## config.mk

```make
export PLATFORM = sky130hd
export DESIGN_NAME = im_loader
export DESIGN_NICKNAME = d
export VERILOG_FILES = /design/src/rtl/im_loader.sv
export SDC_FILE = /design/constraint.sdc
export NUM_CORES = 1
export LEC_CHECK = 0
export BUFFER_PORTS_ARGS = -buffer_cell sky130_fd_sc_hd__buf_4
export CAP_MARGIN = 20
export CORE_ASPECT_RATIO = 0.8
export CORE_MARGIN = 3
export CORE_UTILIZATION = 41
export DETAILED_ROUTE_END_ITERATION = 12
export PLACE_DENSITY_LB_ADDON = 0.05
export RECOVER_POWER = 25
export SETUP_SLACK_MARGIN = 0.02
export SYNTH_ARGS = -nofsm -noshare
export SYNTH_HDL_FRONTEND = slang
export SYNTH_SLANG_ARGS = --single-unit
```

## constraint.sdc

```tcl
create_clock -name clk -period 6.7 [get_ports clk]
set_input_delay 0.67 -clock clk [delete_from_list [all_inputs] [get_ports clk]]
set_output_delay 0.67 -clock clk [all_outputs]
set_load 0.01 [all_outputs]
```

## src/rtl/im_loader.sv

```systemverilog
// Byte-stream program loader for the instruction memory: length header, big-endian
// 16-bit words, XOR checksum, then release of the processor from hold.
module im_loader #(
    parameter int ADDR_W = 10,
    parameter int DATA_W = 16
) (
    input  logic              clk,
    input  logic              reset,
    input  logic              load_req,
    input  logic [7:0]        in_data,
    input  logic              in_valid,
    output logic              in_ready,
    output logic              im_en_write,
    output logic [ADDR_W-1:0] im_address,
    output logic [DATA_W-1:0] im_data_in,
    output logic              cpu_hold,
    output logic              cpu_start,
    output logic              done,
    output logic              error,
    output logic [ADDR_W:0]   words_loaded
);
    typedef enum logic [3:0] {
        IDLE, LEN_HI, LEN_LO, W_HI, W_LO, WRITE, CHK, RUN, ERROR
    } state_t;

    localparam logic [ADDR_W-1:0] ONE_A = 1;
    localparam logic [ADDR_W:0]   ONE_W = 1;

    state_t            state, state_n;
    logic [15:0]       len;
    logic [15:0]       len_n;
    logic [7:0]        xsum;
    logic [ADDR_W-1:0] addr;
    logic [DATA_W-1:0] word;
    logic              start_q;
    logic              accept, load, len_bad, last_word;

    assign accept    = in_valid & in_ready;
    assign load      = load_req & (state == IDLE || state == RUN || state == ERROR);
    // Low length byte is still on the bus while LEN_LO decides, so test the assembled value.
    assign len_n     = {len[15:8], in_data};
    assign len_bad   = (len_n == 16'd0) || (32'(len_n) > (32'd1 << ADDR_W));
    assign last_word = (32'(words_loaded) + 32'd1) == 32'(len);

    assign in_ready    = (state == LEN_HI) || (state == LEN_LO) || (state == W_HI) ||
                         (state == W_LO)   || (state == CHK);
    assign im_en_write = (state == WRITE);
    assign im_address  = addr;
    assign im_data_in  = word;
    assign cpu_hold    = (state != RUN);
    assign done        = (state == RUN);
    assign error       = (state == ERROR);
    assign cpu_start   = start_q;

    always_ff @(posedge clk or negedge reset) begin
        if (!reset) begin
            state   <= IDLE;
            start_q <= 1'b0;
        end else begin
            state   <= state_n;
            start_q <= (state == CHK) && (state_n == RUN);
        end
    end

    always_comb begin
        state_n = state;
        case (state)
            IDLE:   if (load_req) state_n = LEN_HI;
            LEN_HI: if (accept) state_n = LEN_LO;
            LEN_LO: if (accept) state_n = len_bad ? ERROR : W_HI;
            W_HI:   if (accept) state_n = W_LO;
            W_LO:   if (accept) state_n = WRITE;
            WRITE:  state_n = last_word ? CHK : W_HI;
            CHK:    if (accept) state_n = ((xsum ^ in_data) == 8'h00) ? RUN : ERROR;
            RUN, ERROR: if (load_req) state_n = LEN_HI;
            default: state_n = IDLE;
        endcase
    end

    always_ff @(posedge clk or negedge reset) begin
        if (!reset) begin
            len          <= '0;
            xsum         <= '0;
            addr         <= '0;
            word         <= '0;
            words_loaded <= '0;
        end else begin
            // load and accept are exclusive: load only fires in non-accepting states
            if (load) begin
                xsum         <= '0;
                addr         <= '0;
                words_loaded <= '0;
            end else if (accept) begin
                xsum <= xsum ^ in_data;
            end
            if (accept) begin
                case (state)
                    LEN_HI:  len[15:8]  <= in_data;
                    LEN_LO:  len[7:0]   <= in_data;
                    W_HI:    word[15:8] <= in_data;
                    W_LO:    word[7:0]  <= in_data;
                    default: ;
                endcase
            end
            if (state == WRITE) begin
                addr         <= addr + ONE_A;
                words_loaded <= words_loaded + ONE_W;
            end
        end
    end
endmodule

```

# Word-level counts from Yosys, hierarchy flattened
# Cells that the tools add are included.
[classes] eq_ne=11 reduce_logical=18 addsub=3 magnitude_cmp=1 n_bitwise=3 mux=16
[ops] cell="$mux 4" n=8
[ops] cell="$pmux 4 s7" n=1
[ops] cell="$mux 11" n=2
[ops] cell="$eq 4x3->1 const B" n=5
[ops] cell="$mux 10" n=2
[ops] cell="$eq 12x16->1" n=1
[ops] cell="$gt 16x11->1 const B" n=1
[ops] cell="$logic_not 16->1" n=1
[ops] cell="$mux 8" n=2
[ops] cell="$add 11x1->12 const B" n=1
[ops] cell="$add 11x1->11 const B" n=1
[ops] cell="$add 10x1->10 const B" n=1
[ops] cell="$eq 4x2->1 const B" n=2
[ops] cell="$logic_not 8->1" n=1
[ops] cell="$reduce_and 2->1" n=4
[ops] cell="$xor 8x8->8" n=1
[ops] cell="$logic_or 1x1->1" n=7
[ops] cell="$eq 4x1->1 const B" n=1
[ops] cell="$eq 4x4->1 const B" n=1
[ops] cell="$logic_not 4->1" n=1
[ops] cell="$ne 4x3->1 const B" n=1
[ops] cell="$reduce_bool 2->1" n=2
[ops] cell="$mux 3" n=1
[ops] cell="$reduce_or 3->1" n=1
[ops] cell="2 further kinds" n=3
[totals] inputBits=12 regBits=66 elab_cells=61

# Depth between registers and ports, before layout
[logic_depth] ltp_word=10 depth_mapped=10 depth_no_buf=8

# Worst setup path after synthesis
# Ideal clock, no wire load.
[synth_path] path_type="in2reg" from="input port in_data[6]" to="register state[0]" path_buffers=0 setup_ns=0.131 required_time_ns=6.569 t_arrival_ns=2.035 path_slack_ns=4.533 path_stages=6 path_cell_list="or4_1 or4_1 nand4_1 nor3_1 nor3_1 nand3_1"
[synth_between] elab_chain_cells=5 elab_cells_between_ends=10 classes_between="order compare (1); mux (5); bitwise (1); reduce/logical (3)"
[synth_rtl] element="start, declared" line_no="10" text="input logic [7:0] in_data,"
[synth_rtl] element="$gt 16x11->1, or another cell as far along" line_no="42" text="assign len_bad = (len_n == 16'd0) || (32'(len_n) > (32'd1 << ADDR_W));"
[synth_rtl] element="$logic_or 1x1->1 or $logic_not 8->1 (tied branches)" line_no="42, 74"
[synth_rtl] element="$mux 4 (on tied branches) (2 in a row)" line_no="70, 74"
[synth_rtl] element="$pmux 4 s7 (*)" line_no="67" text="case (state)"
[synth_rtl] element="net state_n[0]" line_no="29" text="state_t state, state_n;"
[synth_rtl] element="end signal, assigned" line_no="60" text="state <= state_n;"
[synth_rtl] element="end, declared" line_no="29"
# Mark *: on every way through the listed nets, which the timed path passes. The rest lies on a longest branch.
# A chain may end at the register's enable or synchronous reset.

==> results.md <==
* Net Sw Frac at 33.12%
* Fmax at 277.8 MHz
* FF-to-FF setup slack at 4260 ps
* Post-synth top flop: dfrtp_1
* Max Clock Skew at 8.116 ps
* GRT Total Usage at 18.69%
* Net Sw Power at 0.5705 mW
* Cell family with most CP delay: buffers and inverters
* Vias/cell at 5.269
* Rows at 29
* Fin nets at 406
* Clock Path Buffers at 2
* Area of the multi-input gates at 1683 sq um
* Slowest stage delay, CP at 2510 ps
* Die X at 108.1 um
* CTS tree: done
* Slew Viols, Final at 67
* Gate count after technology mapping at 340
* Die footprint at 9476 sq um
* Clock power frac at 27.9%
* P&R area growth vs syn at 22.36%
* Largest net degree at the start of global routing at 67
* Register area share after synthesis at 48.32%
* Share of cells above drive strength 1 at 26.20%
* Setup Fix Bufs, Post-CTS at 0
* Slowest library cell on the worst path: clkbuf_1
* Static Leak at 1.933 nW
* CTS Sinks at 66
* Vias in the first global route at 2,467
* Crit Path Class: in -> async
* Most frequent cells in the layout: 66 x dfrtp_1, 55 x buf_4, 41 x nand2_1, 27 x nor2_1, 27 x mux2_2
* Final Cycle Share at 53.72%
* Flop pwr share at 38.7%
* Effective utilization at floorplan at 42.63%
* HPWL Detailed at 5.606 mm
* WP data required at 6330 ps
* Final hold violation count at 0
* Flops & latches, synth at 66
* PostCTS Resize Cnt at 0
* Vias at 2,661
* Post-Syn Area at 3418 sq um
* Failing checks: capacitance limit, slew limit
* EDFF count, synth at 0
* Root Driver: clkbuf_8
* Startpoint Class: input pin
* Yosys warns at 0
* Die height at 87.67 um
* Maxcap violations at 1
* Unique cell type count in the Yosys netlist at 46
* Rel. slew slack at -142.6%
* Drt first pass iters at 4
* Synth top area cells: dfrtp_1 48%, mux2_2 8.9%, xor2_1 6.4%
* Worst vdd ir at 0.1964 mV
* Worst-margin pin slew at 3638 ps
* First-pass GRT wire length at 13.50 mm
* Clk_lat worst skew at 350 ps
* Antenna violation net count after detailed routing at 0
* TritonCTS Buffers at 9
* Critical path arrival at 3230 ps
* IO Count at 55
* DRC viols at 0
* Setup Viol. Count Final at 0
* Min Tclk post-route at 3599 ps
* Pwr Density at 411.8 nW/um^2
* Antenna Cells at 0
* Fin util at 52.16%
* Final GP Congestion at 0.8378
* Worst Hold Class: reg -> reg
* Most common cell after layout, fill and taps aside: dfrtp_1
* GR Overflow Total at 0
* Sequential cell area at 1652 sq um
* Core ar. at 8019 sq um
* Post-synth ARST share at 100.0%
* DR WL/cell at 16.07 um
* Total routed wirelength at 8.113 mm
* Crit-path cells: clkbuf_1
* Status: finished with violations
* CTS clk-pin slew, worst paths at 70 ps
* Initial drt markers at 153
* CTS H-tree depth at 3
* Port Buffers at 54
* Syn avg cell area at 10.05 sq um
* Max FO, Critical Path at 66
* Comb pwr share at 33.5%
* Unrepaired setup endpoints after global routing: no
* Setup TNS at 0 ps
* Buf+Inv Stages, Crit Path at 1
* Area leader, netlist: dfrtp_1
* Fillers at 764
* CTS Hold Buffers Added at 0
* Crit end category: asynchronous set/reset pin
* Initial antenna violation count at 0
* Share of the synthesized area in the top cell type at 48.32%
* Syn_nets at 354
* Internal Dissipation at 1.152 mW
==> metrics by stage <==
stage                     cells  total power [mW]  setup WS (ps)  instance area (sq um)  hold slack [ps]
after detailed placement    489             1.255           4271                   3905            474.8
after CTS                   505             1.742           3958                   4187            450.7
after global routing        505             1.847           2360                   4183            504.2
after floorplan             340             1.042           4533                   3418            374.4
after global placement      489             1.246           4269                   3905            462.8
final                       505             1.723           3101                   4183            475.8
==> per-layer routing <==
metal  up-vias  track usage (%)  share of wire, %
met5         -                0                 0
met4         0            5.505               1.2
met3         7            5.527               5.0
met2        59            26.86                43
met1      1287            27.35                51
li1       1308                -                 -
==> layout make-up <==
cell class | instances | share of cell area (%)
repair buffers | 56 | 9.961
inverters | 4 | 0.3590
well taps | 108 | 3.231
multi-input cells | 255 | 40.23
flip-flops and latches | 66 | 39.49
clock inverters | 5 | 3.590
clock buffers | 11 | 3.141
==> registers in the layout (all words and copies together), names as in the netlist <==
name / count
words_loaded: 11
state: 4
xsum: 8
len: 16
im_data_in: 16
cpu_start: 1
im_address: 10
==> path summary, 6_finish.rpt <==
| kind | start | endpoint | depth (start not counted) |
|---|---|---|---|
| min in group asynchronous | reset | im_address[6] | 1 |
| hold / removal | im_address[9] | im_address[9] | 1 |
| max in group clk | state[2] | im_en_write | 5 |
| setup / recovery | reset | xsum[7] | 1 |
| setup reg to reg | state[2] | im_address[2] | 7 |
| hold reg to reg | im_address[9] | im_address[9] | 1 |
==> synth_stat cells, types with 5 or more instances <==
| cell type | instances |
|---|---|
| o21ai_1 | 25 |
| nand3_1 | 15 |
| and3_1 | 10 |
| o31ai_1 | 5 |
| clkbuf_1 | 10 |
| nor3_1 | 7 |
| nand4_1 | 6 |
| mux2_1 | 6 |
| mux2_2 | 27 |
| xor2_1 | 25 |
| nand2_1 | 41 |
| dfrtp_1 | 66 |
| xnor2_1 | 9 |
| nor2_1 | 27 |
| a31oi_1 | 5 |
| o21ai_0 | 6 |
==> kinds of logic after synthesis <==
| kind of cell | share of synthesized area [%] |
|---|---|
| buf+inv | 2.636 |
| mux | 11.46 |
| simple gates | 18.49 |
| xor+xnor | 8.712 |
| fa+ha+maj | 0.7319 |
| compound gates | 9.664 |
| flops | 48.32 |
==> power by group through the flow <==
stage / registers (mW) / clock network, mW / logic (mW)
finish: 0.666 / 0.480 / 0.576
global route: 0.689 / 0.510 / 0.647
CTS: 0.666 / 0.491 / 0.585
detailed placement: 0.672 / 0 / 0.583
global placement: 0.671 / 0 / 0.575
floorplan: 0.651 / 0 / 0.391
==> worst register-to-register path: stages, from the launching register on <==
cell and delay, ps:
dfrtp_1 540, nor2b_2 250, nand3b_1 90, buf_4 270
inv_2 230, nor2_1 700, o21ai_1 150, o21ai_1 120
No activity file was read; power rests on OpenSTA's default activity.
